[config.mk]
export PLATFORM = sky130hd
export DESIGN_NAME = tc_pipe_mul
export DESIGN_NICKNAME = d
export VERILOG_FILES = /design/src/rtl/tc_mul_pkg.sv /design/src/rtl/tc_mul_stage.sv /design/src/rtl/tc_pipe_mul.sv
export SDC_FILE = /design/constraint.sdc
export NUM_CORES = 1
export LEC_CHECK = 0
export BUFFER_PORTS_ARGS = -buffer_cell sky130_fd_sc_hd__buf_2
export CORE_ASPECT_RATIO = 2
export CORE_MARGIN = 2
export CORE_UTILIZATION = 65
export CTS_CLUSTER_SIZE = 8
export DETAILED_ROUTE_END_ITERATION = 8
export GPL_TIMING_DRIVEN = 0
export PLACE_DENSITY = 0.83
export SLEW_MARGIN = 20
export SYNTH_ARGS = -nofsm -noshare
export SYNTH_HDL_FRONTEND = slang
export SYNTH_HIERARCHICAL = 1
export SYNTH_SLANG_ARGS = --single-unit
[constraint.sdc]
create_clock -name ap_clk -period 10.7 [get_ports ap_clk]
set_clock_uncertainty 0.05 [all_clocks]
set_input_delay 1.07 -clock ap_clk [delete_from_list [all_inputs] [get_ports ap_clk]]
set_output_delay 1.07 -clock ap_clk [all_outputs]
set_load 0.02 [all_outputs]
[src/rtl/tc_mul_pkg.sv]
// rtl/tc_mul_pkg.sv - default widths and signed range helpers for tc_pipe_mul
package tc_mul_pkg;

  localparam int TC_A_W   = 18;
  localparam int TC_B_W   = 17;
  localparam int TC_P_W   = 33;
  localparam int TC_TAG_W = 8;

  // Width of the exact signed product of an a_w x b_w multiply
  function automatic int prod_w(input int a_w, input int b_w);
    return a_w + b_w;
  endfunction

  function automatic logic signed [63:0] max_of(input int w);
    return (64'sd1 <<< (w - 1)) - 64'sd1;
  endfunction

  function automatic logic signed [63:0] min_of(input int w);
    return -(64'sd1 <<< (w - 1));
  endfunction

  // True when v is representable as a w-bit two's complement value
  function automatic logic in_range(input logic signed [63:0] v, input int w);
    return (v >= min_of(w)) && (v <= max_of(w));
  endfunction

  // Clamp v to the w-bit signed range
  function automatic logic signed [63:0] saturate(input logic signed [63:0] v, input int w);
    if (v > max_of(w)) return max_of(w);
    if (v < min_of(w)) return min_of(w);
    return v;
  endfunction

endpackage

[src/rtl/tc_mul_stage.sv]
// rtl/tc_mul_stage.sv - one valid/ready pipeline register holding data and tag
module tc_mul_stage
  import tc_mul_pkg::*;
#(
  parameter int DW    = 8,
  parameter int TAG_W = TC_TAG_W
) (
  input  logic             clk_i,
  input  logic             rst_ni,
  input  logic             valid_i,
  output logic             ready_o,
  input  logic [DW-1:0]    data_i,
  input  logic [TAG_W-1:0] tag_i,
  output logic             valid_o,
  input  logic             ready_i,
  output logic [DW-1:0]    data_o,
  output logic [TAG_W-1:0] tag_o
);

  logic             valid_q;
  logic [DW-1:0]    data_q;
  logic [TAG_W-1:0] tag_q;

  // Empty or draining this cycle: a bubble here never blocks upstream
  assign ready_o = !valid_q || ready_i;
  assign valid_o = valid_q;
  assign data_o  = data_q;
  assign tag_o   = tag_q;

  // Load when accepting; payload only changes with a real beat so a stalled output holds
  always_ff @(posedge clk_i or negedge rst_ni) begin
    if (!rst_ni) begin
      valid_q <= 1'b0;
      data_q  <= '0;
      tag_q   <= '0;
    end else if (ready_o) begin
      valid_q <= valid_i;
      if (valid_i) begin
        data_q <= data_i;
        tag_q  <= tag_i;
      end
    end
  end

endmodule

[src/rtl/tc_pipe_mul.sv]
// rtl/tc_pipe_mul.sv - pipelined signed multiplier with round/shift scaling; TC_PIPE_MUL_SAT_EN selects saturation on overflow
module tc_pipe_mul
  import tc_mul_pkg::*;
#(
  parameter int A_W    = TC_A_W,
  parameter int B_W    = TC_B_W,
  parameter int P_W    = TC_P_W,
  parameter int SHIFT  = 0,
  parameter int ROUND  = 1,
  parameter int STAGES = 3,
  parameter int TAG_W  = TC_TAG_W
) (
  input  logic             ap_clk,
  input  logic             ap_rst_n,
  input  logic             in_valid,
  output logic             in_ready,
  input  logic [A_W-1:0]   in_a,
  input  logic [B_W-1:0]   in_b,
  input  logic [TAG_W-1:0] in_tag,
  output logic             out_valid,
  input  logic             out_ready,
  output logic [P_W-1:0]   out_p,
  output logic [TAG_W-1:0] out_tag,
  output logic             out_ovf
);

  localparam int PF_W    = prod_w(A_W, B_W);
  localparam int R_W     = PF_W + 1;
  localparam int DW      = (PF_W > P_W + 1) ? PF_W : P_W + 1;
  localparam int RND_POS = (SHIFT > 0) ? SHIFT - 1 : 0;
  localparam logic [R_W-1:0] RND_C = (ROUND != 0 && SHIFT > 0) ? (R_W'(1) << RND_POS) : '0;

  // Operand word {a, b} -> exact signed product
  function automatic logic [PF_W-1:0] mul(input logic [DW-1:0] x);
    logic signed [A_W-1:0] a;
    logic signed [B_W-1:0] b;
    a = x[PF_W-1 -: A_W];
    b = x[B_W-1:0];
    return PF_W'(a) * PF_W'(b);
  endfunction

  // Product -> {ovf, p}: round with one guard bit, shift, then range-check
  function automatic logic [DW-1:0] scale(input logic [PF_W-1:0] prod);
    logic signed [R_W-1:0] rnd;
    logic signed [63:0]    sh;
    logic                  ovf;
    rnd = $signed({prod[PF_W-1], prod}) + $signed(RND_C);
    rnd = rnd >>> SHIFT;
    sh  = 64'(rnd);
    ovf = !in_range(sh, P_W);
`ifdef TC_PIPE_MUL_SAT_EN
    sh  = saturate(sh, P_W);
`endif
    return DW'({ovf, sh[P_W-1:0]});
  endfunction

  logic [STAGES:0] vld;
  logic [STAGES:0] rdy;
  logic [DW-1:0]    s_in  [STAGES];
  logic [DW-1:0]    s_out [STAGES];
  logic [TAG_W-1:0] tg    [STAGES+1];

  assign vld[0]      = in_valid;
  assign in_ready    = rdy[0];
  assign rdy[STAGES] = out_ready;
  assign tg[0]       = in_tag;

  for (genvar k = 0; k < STAGES; k++) begin : g_stage
    if (k == 0) begin : g_first
      if (STAGES == 1) begin : g_all
        assign s_in[k] = scale(mul(DW'({in_a, in_b})));
      end else begin : g_ops
        assign s_in[k] = DW'({in_a, in_b});
      end
    end else if (k == 1 && k == STAGES - 1) begin : g_mul_scale
      assign s_in[k] = scale(mul(s_out[k-1]));
    end else if (k == 1) begin : g_mul
      assign s_in[k] = DW'(mul(s_out[k-1]));
    end else if (k == STAGES - 1) begin : g_scale
      assign s_in[k] = scale(s_out[k-1][PF_W-1:0]);
    end else begin : g_pass
      assign s_in[k] = s_out[k-1];
    end

    tc_mul_stage #(
      .DW    (DW),
      .TAG_W (TAG_W)
    ) u_stage (
      .clk_i   (ap_clk),
      .rst_ni  (ap_rst_n),
      .valid_i (vld[k]),
      .ready_o (rdy[k]),
      .data_i  (s_in[k]),
      .tag_i   (tg[k]),
      .valid_o (vld[k+1]),
      .ready_i (rdy[k+1]),
      .data_o  (s_out[k]),
      .tag_o   (tg[k+1])
    );
  end

  assign out_valid = vld[STAGES];
  assign out_tag   = tg[STAGES];
  assign out_p     = s_out[STAGES-1][P_W-1:0];
  assign out_ovf   = s_out[STAGES-1][P_W];

  logic unused_last;
  assign unused_last = ^s_out[STAGES-1];

endmodule

==> results list <==
- Final wirelength: 48,200 um
- Met2 track utilization from global routing: 65.9%
- Clk Tree Root Cell: clkbuf_16
- Reg-to-reg startpoint: g_stage[0].u_stage/data_o[8]
* R2r endpoint: g_stage[1].u_stage/data_o[32]
* # nets final: 2,151
* Clock period minus final worst setup slack: around 7.3 ns
* Core Region: between 20,000 and 30,000 sq um
- For this block, the initial DRC count from the detailed router was 637.
* Result of the run: complete, no violations
- Crit-path max FO: 10
- Worst Path Required: between 10 and 15 ns
- Following the worst setup path forward leads to its endpoint at g_stage[1].u_stage/data_o[32].
- Using the TritonRoute via totals, the vias-per-cell ratio works out to 5.82.
- The floorplan has 84 rows.
* Final sum of negative setup slack: 0 ns
* RD Place Congestion: around 0.98
- Critical Path Slowest Stage Cell: clkbuf_1
* Most repeated library cell on the critical path: fa_1
* Most Used Layer, Global Route: met2
* RSZ-0062 raised after global routing: false
* Max Cap Viol: 0
- At the pin with the least slew margin, the transition time is about 0.95 ns.
- For met3 alone, demand over resource in global routing was under 10%.
* Start point of the critical path: g_stage[0].u_stage/data_o[8]
* Slew HR: about 36%
* Cells resized by post-CTS repair: 0
* Count of port buffers added during placement: 90
- Yosys warnings: 6
- Setup violations remaining at the end of the flow were counted as 0.
- Critical path class: reg -> reg
* Global route total overflow: 0
- Number of hold buffers added after cts: 0
* Fill cell count: approximately 1,800
- TritonCTS created 17 clock buffers.
- Slew Limit Fails: 0
- Area Growth Syn to Fin: 8.90%
- Clock H-tree levels: 4
- Detail Route Antenna Nets: 0
- In this run the vertical extent of the chip is 234 um.
- Met1 layer usage reported by global route: between 30% and 40%
- Clock Pin Slew Worst Setup and Hold Paths: about 0.08 ns
* Hold crit path type: reg -> reg
- Number of antenna violations at the first check in global routing: 0
- Maximum cell stage delay along the critical path: 0.66 ns
- HPWL reported at the end of detailed placement: roughly 38,000 um
* Post-synth net total: 2,041
* Gate Count Post-Synth: 1,595
* Skew-Pair Late Insertion Delay: between 0.4 and 0.5 ns
* Worst slack at placement: about 3.6 ns
* Top-Level Pins: 91
- Setup slack closes at roughly 3.4 ns.
- Depth of the most critical reg-to-reg path: 21
* Fraction of the cycle the final worst path needs: slightly below 70%
- In the final routed layout, each cell accounts on average for 23.4 um.
- For this block, the via count after detailed routing is approximately 12,000.
* # Post-CTS Setup Buffers: 0
- After synthesis, the mean cell area works out to 10.8 sq um.
* F_max: between 0.1 and 0.15 GHz
- Cell Chain, Critical Path: clkbuf_1 -> clkbuf_1 -> nand2_1 -> fa_1 -> inv_1 -> fa_1 -> fa_1 -> fa_1 -> fa_1 -> inv_1 -> fa_1 -> inv_1 -> ha_1 -> and4_1 -> and3_4 -> a22oi_1 -> a21oi_1 -> nand2b_4 -> a311oi_2 -> xnor2_1 -> mux2_4
* DRC violation count after routing: 0
- The number of global-route vias before repair was ~14,000.
- In the final layout, the share of cells above drive strength 1 is between 10% and 20%.
* Critical Path Start Type: flop
* Number of clock sinks: 131
- Die Area: about 28,000 sq um
- Before antenna repair, the detailed router went through 6 iterations.
- Post-synthesis instance area: roughly 17,000 sq um
* Total track usage: 37.0%
- In this run the horizontal extent of the chip is between 100 and 150 um.
- Number of diodes: 0
* Endpoint type of the worst setup path: flop
- No sink is reached through more buffers than the 2 on the longest clock path.
* Final hold violation count: 0
- Worst R2R Setup Slack: roughly 3.4 ns
- For this configuration, the core starts out at a cell density of between 60% and 70%.
* CTS tree: done
* Maximum number of pins on one net before global-route repair: 87
- Critical Path AT: roughly 7.6 ns
- The first global-routing pass estimated about 75,000 um of wire.
-- cell type report --
cell class                 instances  area, sq um  area share (%)
multi-input combinational       1052        12200            65.5
timing repair buffer              91          484            2.59
clock inverter                    15          186           0.998
inverter                         354         1330            7.11
clock buffer                      17          425            2.28
tap                              344          430            2.30
buffer                            58          317            1.69
sequential                       131         3280            17.6
-- placed cells by master (no fill, tap or decap), types with 6 or more instances in the layout --
| cell type | n |
|---|---|
| buf_6 | 14 |
| clkbuf_16 | 17 |
| nor4_1 | 6 |
| xor2_1 | 9 |
| o21ai_1 | 10 |
| nand2_1 | 158 |
| xnor2_1 | 27 |
| ha_1 | 88 |
| o21ai_0 | 11 |
| dfrtp_1 | 131 |
| a21oi_1 | 27 |
| mux2_2 | 8 |
| fa_1 | 311 |
| nand2b_1 | 11 |
| nor3_1 | 8 |
| and2_1 | 152 |
| nor2_1 | 27 |
| nand3_1 | 6 |
| a21o_1 | 9 |
| inv_1 | 354 |
| buf_2 | 90 |
| inv_8 | 8 |
| clkbuf_1 | 44 |
| mux2_4 | 120 |
-- per-stage QoR --
stage                     instance area (sq um)  std cells  util [%]  hold slack (ns)
after CTS                                 18700       2062      71.4            0.457
after global routing                      18700       2062      71.4            0.458
after floorplan                           17200       1595         -            0.425
final                                     18700       2062      71.4            0.459
after detailed placement                  18100       2030      69.0            0.441
after global placement                    18000       2029      68.9            0.432
-- worst max-delay path: cells and delay by family, from the launching register on --
family,cells,cell delay [ns]
buffers and inverters,5,1.35
DFF,1,0.34
muxes,1,0.28
xor gates and xnor gates,1,0.14
AOI/OAI and AO/OA,3,0.69
and+or+nand+nor,4,0.83
adders and majority gates,7,3.51
-- worst min path at each step --
stage          cells after the start  slack [ns]                          start                             to
3_3_place_gp                       1        0.43    g_stage[0].u_stage/tag_o[7]    g_stage[1].u_stage/tag_o[7]
5_1_grt                            1        0.46    g_stage[2].u_stage/tag_o[7]    g_stage[2].u_stage/tag_o[7]
6_report                           1        0.46  g_stage[2].u_stage/data_o[20]  g_stage[2].u_stage/data_o[20]
3_5_place_dp                       1        0.44   g_stage[2].u_stage/data_o[6]   g_stage[2].u_stage/data_o[6]
2_1_floorplan                      1        0.42    g_stage[0].u_stage/tag_o[7]    g_stage[1].u_stage/tag_o[7]
4_1_cts                            1        0.46    g_stage[2].u_stage/tag_o[7]    g_stage[2].u_stage/tag_o[7]
-- registers in the layout, indices dropped and copies added, names as in the netlist --
| register | cells |
|---|---|
| g_stage.u_stage/data_o | 104 |
| g_stage.u_stage/tag_o | 24 |
| g_stage.u_stage/valid_o | 3 |
-- metal layers --
layer  up-vias  routed length (um)
met1      6163               15100
met2       518               25100
met3       274                2400
met4         0                5690
met5         -                   0
li1       5036                   -
Power is not shown: default switching activity piles up to over one toggle a cycle in this logic, so the estimate is an artifact.
